**src/rtl/scan_pkg.sv**
```systemverilog
// scan_pkg
//   Shared definitions for the digit scan sequencer: FSM state encoding
//   and default slot timing.
package scan_pkg;

   // FSM state encoding; also presented on the sequencer's o_state output.
   typedef enum logic [1:0] {
      ST_IDLE  = 2'd0,
      ST_BLANK = 2'd1,
      ST_DRIVE = 2'd2
   } scan_state_t;

   // Default timing: cycles of blanking and of drive in every slot.
   localparam int BLANK_CYC_DEF = 2;
   localparam int DRIVE_CYC_DEF = 4;
   // Default interval counter width; must hold max(BLANK_CYC, DRIVE_CYC).
   localparam int CNT_W_DEF     = 8;

endpackage

```
**src/rtl/next_unmasked_idx.sv**
```systemverilog
// next_unmasked_idx
//   Circular priority search over a 4-bit slot mask. Starting just above
//   i_cur and wrapping past 3 to 0, it returns the first enabled index.
//   If i_cur is the only enabled index (or the mask is empty) the result
//   is i_cur itself.
// Ports:
//   i_mask [3:0]  bit i = 1 enables slot index i
//   i_cur  [1:0]  index the search starts after
//   o_next [1:0]  next enabled index
//   o_wrap        1 when o_next <= i_cur (search wrapped or stayed put)
import scan_pkg::*;

module next_unmasked_idx (
   input  logic [3:0] i_mask,
   input  logic [1:0] i_cur,
   output logic [1:0] o_next,
   output logic       o_wrap
);

   logic [1:0] w_cand;
   logic       w_found;

   always_comb begin
      o_next  = i_cur;
      w_found = 1'b0;
      w_cand  = i_cur;
      // Offsets 1..4; offset 4 lands back on i_cur (single-slot mask).
      for (int k = 1; k <= 4; k++) begin
         w_cand = i_cur + 2'(k);
         if (!w_found && i_mask[w_cand]) begin
            o_next  = w_cand;
            w_found = 1'b1;
         end
      end
      o_wrap = (o_next <= i_cur);
   end

endmodule

```
**src/rtl/digit_scan_seq.sv**
```systemverilog
// digit_scan_seq
//   Drives the W/En inputs of a 2-to-4 enable decoder so its one-hot outputs
//   time-multiplex four shared-bus loads. Each enabled slot gets BLANK_CYC
//   cycles with En=0 followed by DRIVE_CYC cycles with En=1; masked slots
//   are skipped. Completion of each slot and of each frame is pulsed.
// Ports:
//   i_clk          rising-edge clock
//   i_reset        synchronous active-high reset (overrides i_run)
//   i_run          1 = scan; 0 = abort to idle
//   i_mask [3:0]   slot enables, sampled only in IDLE and at slot boundaries
//   o_w    [1:0]   current slot index (decoder W)
//   o_en           decoder enable
//   o_slot_done    one-cycle pulse after a slot's drive interval completes
//   o_frame_done   one-cycle pulse when that slot was the last before wrap
//   o_state [1:0]  current FSM state (scan_state_t encoding)
// Handshake: none; i_run is a level, outputs are registered levels/pulses.
import scan_pkg::*;

module digit_scan_seq #(
   parameter int BLANK_CYC = BLANK_CYC_DEF,
   parameter int DRIVE_CYC = DRIVE_CYC_DEF,
   parameter int CNT_W     = CNT_W_DEF
) (
   input  logic       i_clk,
   input  logic       i_reset,
   input  logic       i_run,
   input  logic [3:0] i_mask,
   output logic [1:0] o_w,
   output logic       o_en,
   output logic       o_slot_done,
   output logic       o_frame_done,
   output logic [1:0] o_state
);

   // Terminal counts; BLANK_LAST is unused when BLANK_CYC = 0.
   localparam logic [CNT_W-1:0] BLANK_LAST = CNT_W'((BLANK_CYC > 0) ? BLANK_CYC - 1 : 0);
   localparam logic [CNT_W-1:0] DRIVE_LAST = CNT_W'(DRIVE_CYC - 1);
   localparam bit               NO_BLANK   = (BLANK_CYC == 0);

   scan_state_t      r_state, w_state_nx;
   logic [CNT_W-1:0] r_cnt, w_cnt_nx;
   logic [1:0]       r_w, w_w_nx;
   logic             r_en, w_en_nx;
   logic             r_slot_done, w_slot_done_nx;
   logic             r_frame_done, w_frame_done_nx;

   logic [1:0]       w_next_idx, w_first_idx;
   logic             w_wrap, w_first_wrap_unused;

   // Boundary search: next enabled index after the slot just driven.
   next_unmasked_idx u_next (
      .i_mask (i_mask),
      .i_cur  (r_w),
      .o_next (w_next_idx),
      .o_wrap (w_wrap)
   );

   // Starting after index 3 yields the lowest enabled index.
   next_unmasked_idx u_first (
      .i_mask (i_mask),
      .i_cur  (2'd3),
      .o_next (w_first_idx),
      .o_wrap (w_first_wrap_unused)
   );

   always_ff @(posedge i_clk) begin
      if (i_reset) begin
         r_state      <= ST_IDLE;
         r_cnt        <= '0;
         r_w          <= 2'd0;
         r_en         <= 1'b0;
         r_slot_done  <= 1'b0;
         r_frame_done <= 1'b0;
      end else begin
         r_state      <= w_state_nx;
         r_cnt        <= w_cnt_nx;
         r_w          <= w_w_nx;
         r_en         <= w_en_nx;
         r_slot_done  <= w_slot_done_nx;
         r_frame_done <= w_frame_done_nx;
      end
   end

   always_comb begin
      w_state_nx      = r_state;
      w_cnt_nx        = r_cnt + CNT_W'(1);
      w_w_nx          = r_w;
      w_en_nx         = r_en;
      w_slot_done_nx  = 1'b0;
      w_frame_done_nx = 1'b0;

      case (r_state)
         ST_IDLE: begin
            w_cnt_nx = '0;
            w_w_nx   = 2'd0;
            w_en_nx  = 1'b0;
            if (i_run && (i_mask != 4'd0)) begin
               w_w_nx = w_first_idx;
               if (NO_BLANK) begin
                  w_state_nx = ST_DRIVE;
                  w_en_nx    = 1'b1;
               end else begin
                  w_state_nx = ST_BLANK;
               end
            end
         end

         ST_BLANK: begin
            if (!i_run) begin
               w_state_nx = ST_IDLE;
               w_cnt_nx   = '0;
               w_w_nx     = 2'd0;
               w_en_nx    = 1'b0;
            end else if (r_cnt == BLANK_LAST) begin
               w_state_nx = ST_DRIVE;
               w_cnt_nx   = '0;
               w_en_nx    = 1'b1;
            end
         end

         ST_DRIVE: begin
            if (!i_run) begin
               // Aborted slot: no completion pulses.
               w_state_nx = ST_IDLE;
               w_cnt_nx   = '0;
               w_w_nx     = 2'd0;
               w_en_nx    = 1'b0;
            end else if (r_cnt == DRIVE_LAST) begin
               w_slot_done_nx  = 1'b1;
               w_frame_done_nx = w_wrap;
               w_cnt_nx        = '0;
               if (i_mask == 4'd0) begin
                  // Completed slot still reports; scan then parks.
                  w_state_nx = ST_IDLE;
                  w_w_nx     = 2'd0;
                  w_en_nx    = 1'b0;
               end else begin
                  w_w_nx = w_next_idx;
                  if (NO_BLANK) begin
                     // En stays high while W steps to the next slot.
                     w_state_nx = ST_DRIVE;
                     w_en_nx    = 1'b1;
                  end else begin
                     w_state_nx = ST_BLANK;
                     w_en_nx    = 1'b0;
                  end
               end
            end
         end

         default: begin
            w_state_nx = ST_IDLE;
            w_cnt_nx   = '0;
            w_w_nx     = 2'd0;
            w_en_nx    = 1'b0;
         end
      endcase
   end

   assign o_w          = r_w;
   assign o_en         = r_en;
   assign o_slot_done  = r_slot_done;
   assign o_frame_done = r_frame_done;
   assign o_state      = r_state;

endmodule

```
**config.mk**
```make
export PLATFORM = sky130hd
export DESIGN_NAME = digit_scan_seq
export DESIGN_NICKNAME = d
export VERILOG_FILES = /design/src/rtl/scan_pkg.sv /design/src/rtl/next_unmasked_idx.sv /design/src/rtl/digit_scan_seq.sv
export SDC_FILE = /design/constraint.sdc
export NUM_CORES = 1
export LEC_CHECK = 0
export CAP_MARGIN = 20
export CORE_ASPECT_RATIO = 0.8
export CORE_MARGIN = 1.5
export CORE_UTILIZATION = 51
export DETAILED_ROUTE_END_ITERATION = 10
export PLACE_DENSITY = 0.73
export SLEW_MARGIN = 10
export SYNTH_ARGS = -nofsm -noshare
export SYNTH_HDL_FRONTEND = slang
export SYNTH_SLANG_ARGS = --single-unit
```
**constraint.sdc**
```tcl
create_clock -name i_clk -period 2.1 [get_ports i_clk]
set_clock_uncertainty 0.15 [all_clocks]
set_input_delay 0.63 -clock i_clk [delete_from_list [all_inputs] [get_ports i_clk]]
set_output_delay 0.63 -clock i_clk [all_outputs]
set_load 0.05 [all_outputs]
```
Word-level counts from Yosys, hierarchy flattened
Cells that the tools add are included.

Bits in registers: 15. Bits in latches: 0. Bits in writable memories: 0. Bits in read-only memories: 0. Input port bits: 7. Memories kept: 0.

Add/sub/neg operators: 4. Multipliers: 0. Divide/modulo/power cells: 0. Order comparisons: 5. Eq/ne operators: 8. Shift operators: 0. Mux-type cells: 46. Bitwise gates (word level): 3. Reductions and logical operators: 21.

Operators with widths (number): 2-to-1 mux 2 bit (18); 2-to-1 mux 8 bit (4); 2-to-1 mux 1 bit (16); case mux 8 bit (2 select lines) (1); less-than comparator 2 x 3 -> 1 bit (second input constant) (4); case mux 2 bit (3 select lines) (2); adder 8 x 1 -> 8 bit (second input constant) (1); binary-select mux 1 bit (select 2 bit) (4); equality test 8 x 1 -> 1 bit (second input constant) (1); equality test 8 x 2 -> 1 bit (second input constant) (1); logical AND 1 bit (7); zero test 1 bit (6); != test 3 bit (second input constant) (2); adder 2 bit (second input constant) (2); zero test 4 bit (1); != test 2 bit (second input constant) (2); AND reduction 2 bit (2); nonzero test 4 bit (1); OR reduction 4 bit (1); NOT 1 bit (3); AND reduction 3 bit (1); OR reduction 3 bit (1); adder 2 x 1 -> 2 bit (second input constant) (1); equality test 2 x 1 -> 1 bit (second input constant) (1); 4 further kinds (4).

Depth between registers and ports, before layout
Word-level depth: 17. Mapped depth: 8. Depth with buffers taken out: 8.

By module
A second synthesis with hierarchy kept.

Cells, all modules: 117. Area, all modules: 1006.0 um^2.

By module, submodules not included: digit_scan_seq (instances 1, cells each 83, area an instance 735.7 um^2); next_unmasked_idx (instances 2, cells each 17, area an instance 135.1 um^2).

Worst setup path after synthesis
OpenSTA, ideal clock, no wires.

Path kind: register to register. From: register r_state[0] (netlist: o_state[0]). To: register r_state[0] (netlist: o_state[0]). Setup time: 0.116 ns. Data arrival time: 1.694 ns. Path slack: 0.140 ns. Stages on the path, launching flop included: 8. Path buffers: 0. Path through: dfxtp_1 -> inv_1 -> ha_1 -> nand2_1 -> a31oi_2 -> nor3_2 -> mux2i_1 -> nor2_1.

Longest elaborated chain between the ends: 3.

RTL lines: start: declaration (RTL line digit_scan_seq.sv:40) `scan_state_t r_state, w_state_nx;`; start signal: assignment (RTL line digit_scan_seq.sv:75) `r_state <= w_state_nx;`; equality test 2 bit (tied with other cells) (RTL line digit_scan_seq.sv:92) `case (r_state)`; != test 3 bit (no source line) / != test 2 bit (equally long branches); AND reduction 3 bit (no source line).

Parallel ways exist; a longest one is shown, timed or not. A chain may end at the register's enable or synchronous reset.

Worst setup path after layout
From: input port i_mask[1]. To: register r_state[1] (netlist: o_state[1]).

Longest elaborated chain between the ends: 4.

RTL lines: start: declaration (RTL line digit_scan_seq.sv:27) `input logic [3:0] i_mask,`; nonzero test 4 bit (RTL line digit_scan_seq.sv:97) `if (i_run && (i_mask != 4'd0)) begin`; logical AND 1 bit (RTL line digit_scan_seq.sv:97); != test 2 bit (no source line); AND reduction 3 bit (no source line).

Every way passes these cells.

==> impl_table.tex <==
\begin{tabular}{lr}
\hline
Metric & Value \\
\hline
\multicolumn{2}{l}{\textbf{Logic synthesis}} \\
Netlist Area Pre-Place & 882 sq um \\
Net count after synthesis & around 120 \\
Number of distinct standard cells referenced by the synthesized netlist & 33 \\
Average size of a mapped cell & $\sim$8.6 sq um \\
Flip-flop and latch count after synthesis & 15 \\
Synthesized netlist cell count & 103 \\
Ys Warns & 0 \\
Proportion of synthesized chip area in sequential cells & 0.340 \\
\multicolumn{2}{l}{\textbf{Worst setup path}} \\
Critical path data arrival time & $\sim$2 ns \\
Worst-path maximum fanout & 6 \\
RR Startpoint & r\_cnt[3] \\
Critical Path RT & between 2 and 2.5 ns \\
Critical path launch point & i\_mask[1] \\
Startpoint kind of the worst setup timing path & primary input \\
Worst setup EP type & register \\
Startpoint-to-endpoint class of the critical path & primary input to register \\
\multicolumn{2}{l}{\textbf{Timing}} \\
Portion of the clock cycle consumed by the worst path in the final layout & 0.921 \\
Highest clock frequency the design can meet & 517 MHz \\
Worst rel slew slack & 0.761 \\
Max-slew violation count & 0 \\
Number of setup violations in the final report & 0 \\
Time the worst path needs with I/O delays and setup & 1.93 ns \\
Final hold violations & 0 \\
Unrepaired setup endpoints after global routing & false \\
Final setup margin & 0.166 ns \\
Worst Max-Slew Pin Slew & 0.358 ns \\
\multicolumn{2}{l}{\textbf{Route}} \\
Detail-routed via count per cell & 5.36 \\
Antenna Nets Post-Route & 0 \\
DRC violation count after routing & 0 \\
Total via count in the routed design & a little over 800 \\
Total detailed-routing wirelength & approximately 1800 um \\
First-pass iteration count of the detailed router & 4 \\
Iteration-0 DRC count of the detailed router & 29 \\
Routed WL per cell & 12.2 um \\
\multicolumn{2}{l}{\textbf{Global route}} \\
Global-route congestion overflow total & 0 \\
Number of antenna violations at the first check in global routing & 0 \\
Global-route usage over all layers & 0.206 \\
Wire length of the first global-routing pass & 2990 um \\
Maximum number of pins on one net before global-route repair & 9 \\
Number of global-route vias before repair & about 700 \\
\multicolumn{2}{l}{\textbf{Clock network}} \\
TritonCTS buffer count & 3 \\
Worst-Skew Late Latency & roughly 0.28 ns \\
Number of clock sinks & 15 \\
Clock-pin slew of the registers on the worst-case setup and hold paths & 0.08 ns \\
Root cell of the clock tree & sky130\_fd\_sc\_hd\_\_clkbuf\_4 \\
TritonCTS clock tree & done \\
H-tree level count & 1 \\
Hold-fix buffer count after cts & 0 \\
Maximum clock insertion buffer count & 2 \\
\multicolumn{2}{l}{\textbf{Status}} \\
Status & finished, final reports clean \\
\multicolumn{2}{l}{\textbf{Power and ir drop}} \\
Power density cells & roughly 510 nW/um\^{}2 \\
Maximum vdd ir drop & 0.434 mV \\
Leakage power & 0.485 nW \\
Total power after layout & just under 0.6 mW \\
\multicolumn{2}{l}{\textbf{Hold path}} \\
Min-delay worst type & register to register \\
Worst min-delay path startpoint & o\_en \\
\multicolumn{2}{l}{\textbf{Place}} \\
Sum of net half-perimeters after detailed placement & 1450 um \\
Placement-stage worst setup slack & -0.440 ns \\
Gpl congestion & 0.834 \\
Number of buffer cells added on primary ports & 13 \\
\multicolumn{2}{l}{\textbf{Floorplan}} \\
Core area & approximately 1600 sq um \\
Initial core utilization & 0.542 \\
Std cell rows & 13 \\
Horizontal extent of the die & 49.5 um \\
Io pins & 14 \\
Die footprint & slightly below 2000 sq um \\
Die Y-Extent & 40.2 um \\
\multicolumn{2}{l}{\textbf{Run}} \\
Count of maximum capacitance violations & 0 \\
\multicolumn{2}{l}{\textbf{Cells and area}} \\
Final nets & about 150 \\
Leading cell type in the layout, fill and taps excluded & sky130\_fd\_sc\_hd\_\_dfxtp\_1 \\
Share of post-route cells with drive strength above 1 & 0.209 \\
Area grow syn2layout & 31.6\% \\
Final-layout fill cell count & 135 \\
Most frequent cells in the layout & sky130\_fd\_sc\_hd\_\_dfxtp\_1 (15), sky130\_fd\_sc\_hd\_\_nor2\_1 (13), sky130\_fd\_sc\_hd\_\_buf\_4 (13), sky130\_fd\_sc\_hd\_\_inv\_1 (9) \\
Number of diodes & 0 \\
\hline
\end{tabular}
## metrics by stage
| step | std cells | setup TNS, ns | utilization | area, sq um | hold slack (ns) |
|---|---|---|---|---|---|
| 5_1_grt | 151 | 0 | 0.714 | 1160 | 0.371 |
| 6_report | 151 | 0 | 0.714 | 1160 | 0.339 |
| 2_1_floorplan | 103 | 0 | - | 882 | 0.303 |
| 3_3_place_gp | 147 | -1.60 | 0.693 | 1130 | 0.305 |
| 3_5_place_dp | 147 | -1.91 | 0.693 | 1130 | 0.317 |
| 4_1_cts | 151 | 0 | 0.714 | 1160 | 0.344 |
## kinds of logic (layout without fill, tap and decap cells)
logic type | Yosys count | in the layout | synth area share
flops | 15 | 15 | 0.340
mux | 1 | 1 | 0.0113
xor+xnor | 6 | 6 | 0.0596
fa+ha+maj | 8 | 8 | 0.113
simple gates | 41 | 41 | 0.250
compound gates | 23 | 23 | 0.187
buf+inv | 9 | 35 | 0.0383
## final timing paths
| kind | end | slack, ns | cells past startpoint |
|---|---|---|---|
| setup / recovery | o_state[1] | 0.17 | 6 |
| hold / removal | o_en | 0.34 | 1 |
| setup reg to reg | o_state[0] | 0.36 | 5 |
| hold reg to reg | o_en | 0.34 | 1 |
## synthesized netlist by cell type
cell / number / area [sq um]
sky130_fd_sc_hd__and3_1: 2 / 12.5
sky130_fd_sc_hd__nor3_2: 1 / 10.0
sky130_fd_sc_hd__a311oi_1: 1 / 8.76
sky130_fd_sc_hd__o22a_1: 1 / 8.76
sky130_fd_sc_hd__nor4_4: 1 / 21.3
sky130_fd_sc_hd__nand2_1: 7 / 26.3
sky130_fd_sc_hd__nor3_1: 1 / 5.00
sky130_fd_sc_hd__nor4_1: 1 / 6.26
sky130_fd_sc_hd__nand3_1: 8 / 40.0
sky130_fd_sc_hd__or4_4: 1 / 11.3
sky130_fd_sc_hd__o2111a_1: 1 / 11.3
sky130_fd_sc_hd__o21ai_1: 2 / 10.0
sky130_fd_sc_hd__a31oi_2: 1 / 12.5
sky130_fd_sc_hd__o211ai_2: 1 / 12.5
sky130_fd_sc_hd__ha_1: 8 / 100
sky130_fd_sc_hd__nor2_1: 13 / 48.8
sky130_fd_sc_hd__o32a_1: 1 / 10.0
sky130_fd_sc_hd__or3_1: 1 / 6.26
sky130_fd_sc_hd__nand2b_1: 2 / 12.5
sky130_fd_sc_hd__a31oi_1: 1 / 6.26
sky130_fd_sc_hd__or2b_1: 1 / 7.51
sky130_fd_sc_hd__a21oi_1: 8 / 40.0
sky130_fd_sc_hd__o21a_1: 1 / 7.51
sky130_fd_sc_hd__xnor2_1: 1 / 8.76
sky130_fd_sc_hd__a221oi_1: 1 / 8.76
sky130_fd_sc_hd__a32o_1: 1 / 10.0
sky130_fd_sc_hd__o21ai_0: 2 / 10.0
sky130_fd_sc_hd__dfxtp_1: 15 / 300
sky130_fd_sc_hd__xor2_1: 5 / 43.8
sky130_fd_sc_hd__nor2b_1: 2 / 12.5
sky130_fd_sc_hd__mux2i_1: 1 / 10.0
sky130_fd_sc_hd__inv_1: 9 / 33.8
sky130_fd_sc_hd__a21oi_2: 1 / 8.76
## registers in the layout (all words and copies together) (netlist names)
register / cells
o_slot_done: 1
o_state: 2
o_w: 2
o_en: 1
r_cnt: 8
o_frame_done: 1
## cell type report
class	instances	area, sq um	area share
repair buffers	22	213	0.183
multi-input cells	79	561	0.483
well taps	22	27.5	0.0237
inverters	9	33.8	0.0291
clock buffers	4	26.3	0.0226
flip-flops and latches	15	300	0.259
## power breakdown
part | total, mW | switching [mW] | internal [mW]
Clock | 0.160 | 0.0859 | 0.0738
Combinational | 0.143 | 0.0738 | 0.0690
Sequential | 0.294 | 0.00456 | 0.289
## worst max-delay path, stage by stage
cell,delay [ns]
sky130_fd_sc_hd__dlygate4sd2_1,0.28
sky130_fd_sc_hd__or4_4,0.56
sky130_fd_sc_hd__a21oi_2,0.19
sky130_fd_sc_hd__nor3_2,0.07
sky130_fd_sc_hd__o22a_1,0.20
sky130_fd_sc_hd__nor2_1,0.07
## routing by layer
metal / GRT usage / up-vias / part of all wire
met5: 0 / - / 0
met4: 0.0486 / 0 / 0.0049
met3: 0.0746 / 2 / 0.051
met2: 0.368 / 19 / 0.44
met1: 0.244 / 373 / 0.50
li1: - / 416 / -
## what timing repair did
action	CTS	global route
setup buffers	0	0
resized for setup	6	0
endpoints found under the setup margin	4	0
Note: power is estimated with default switching activity, not from simulation.
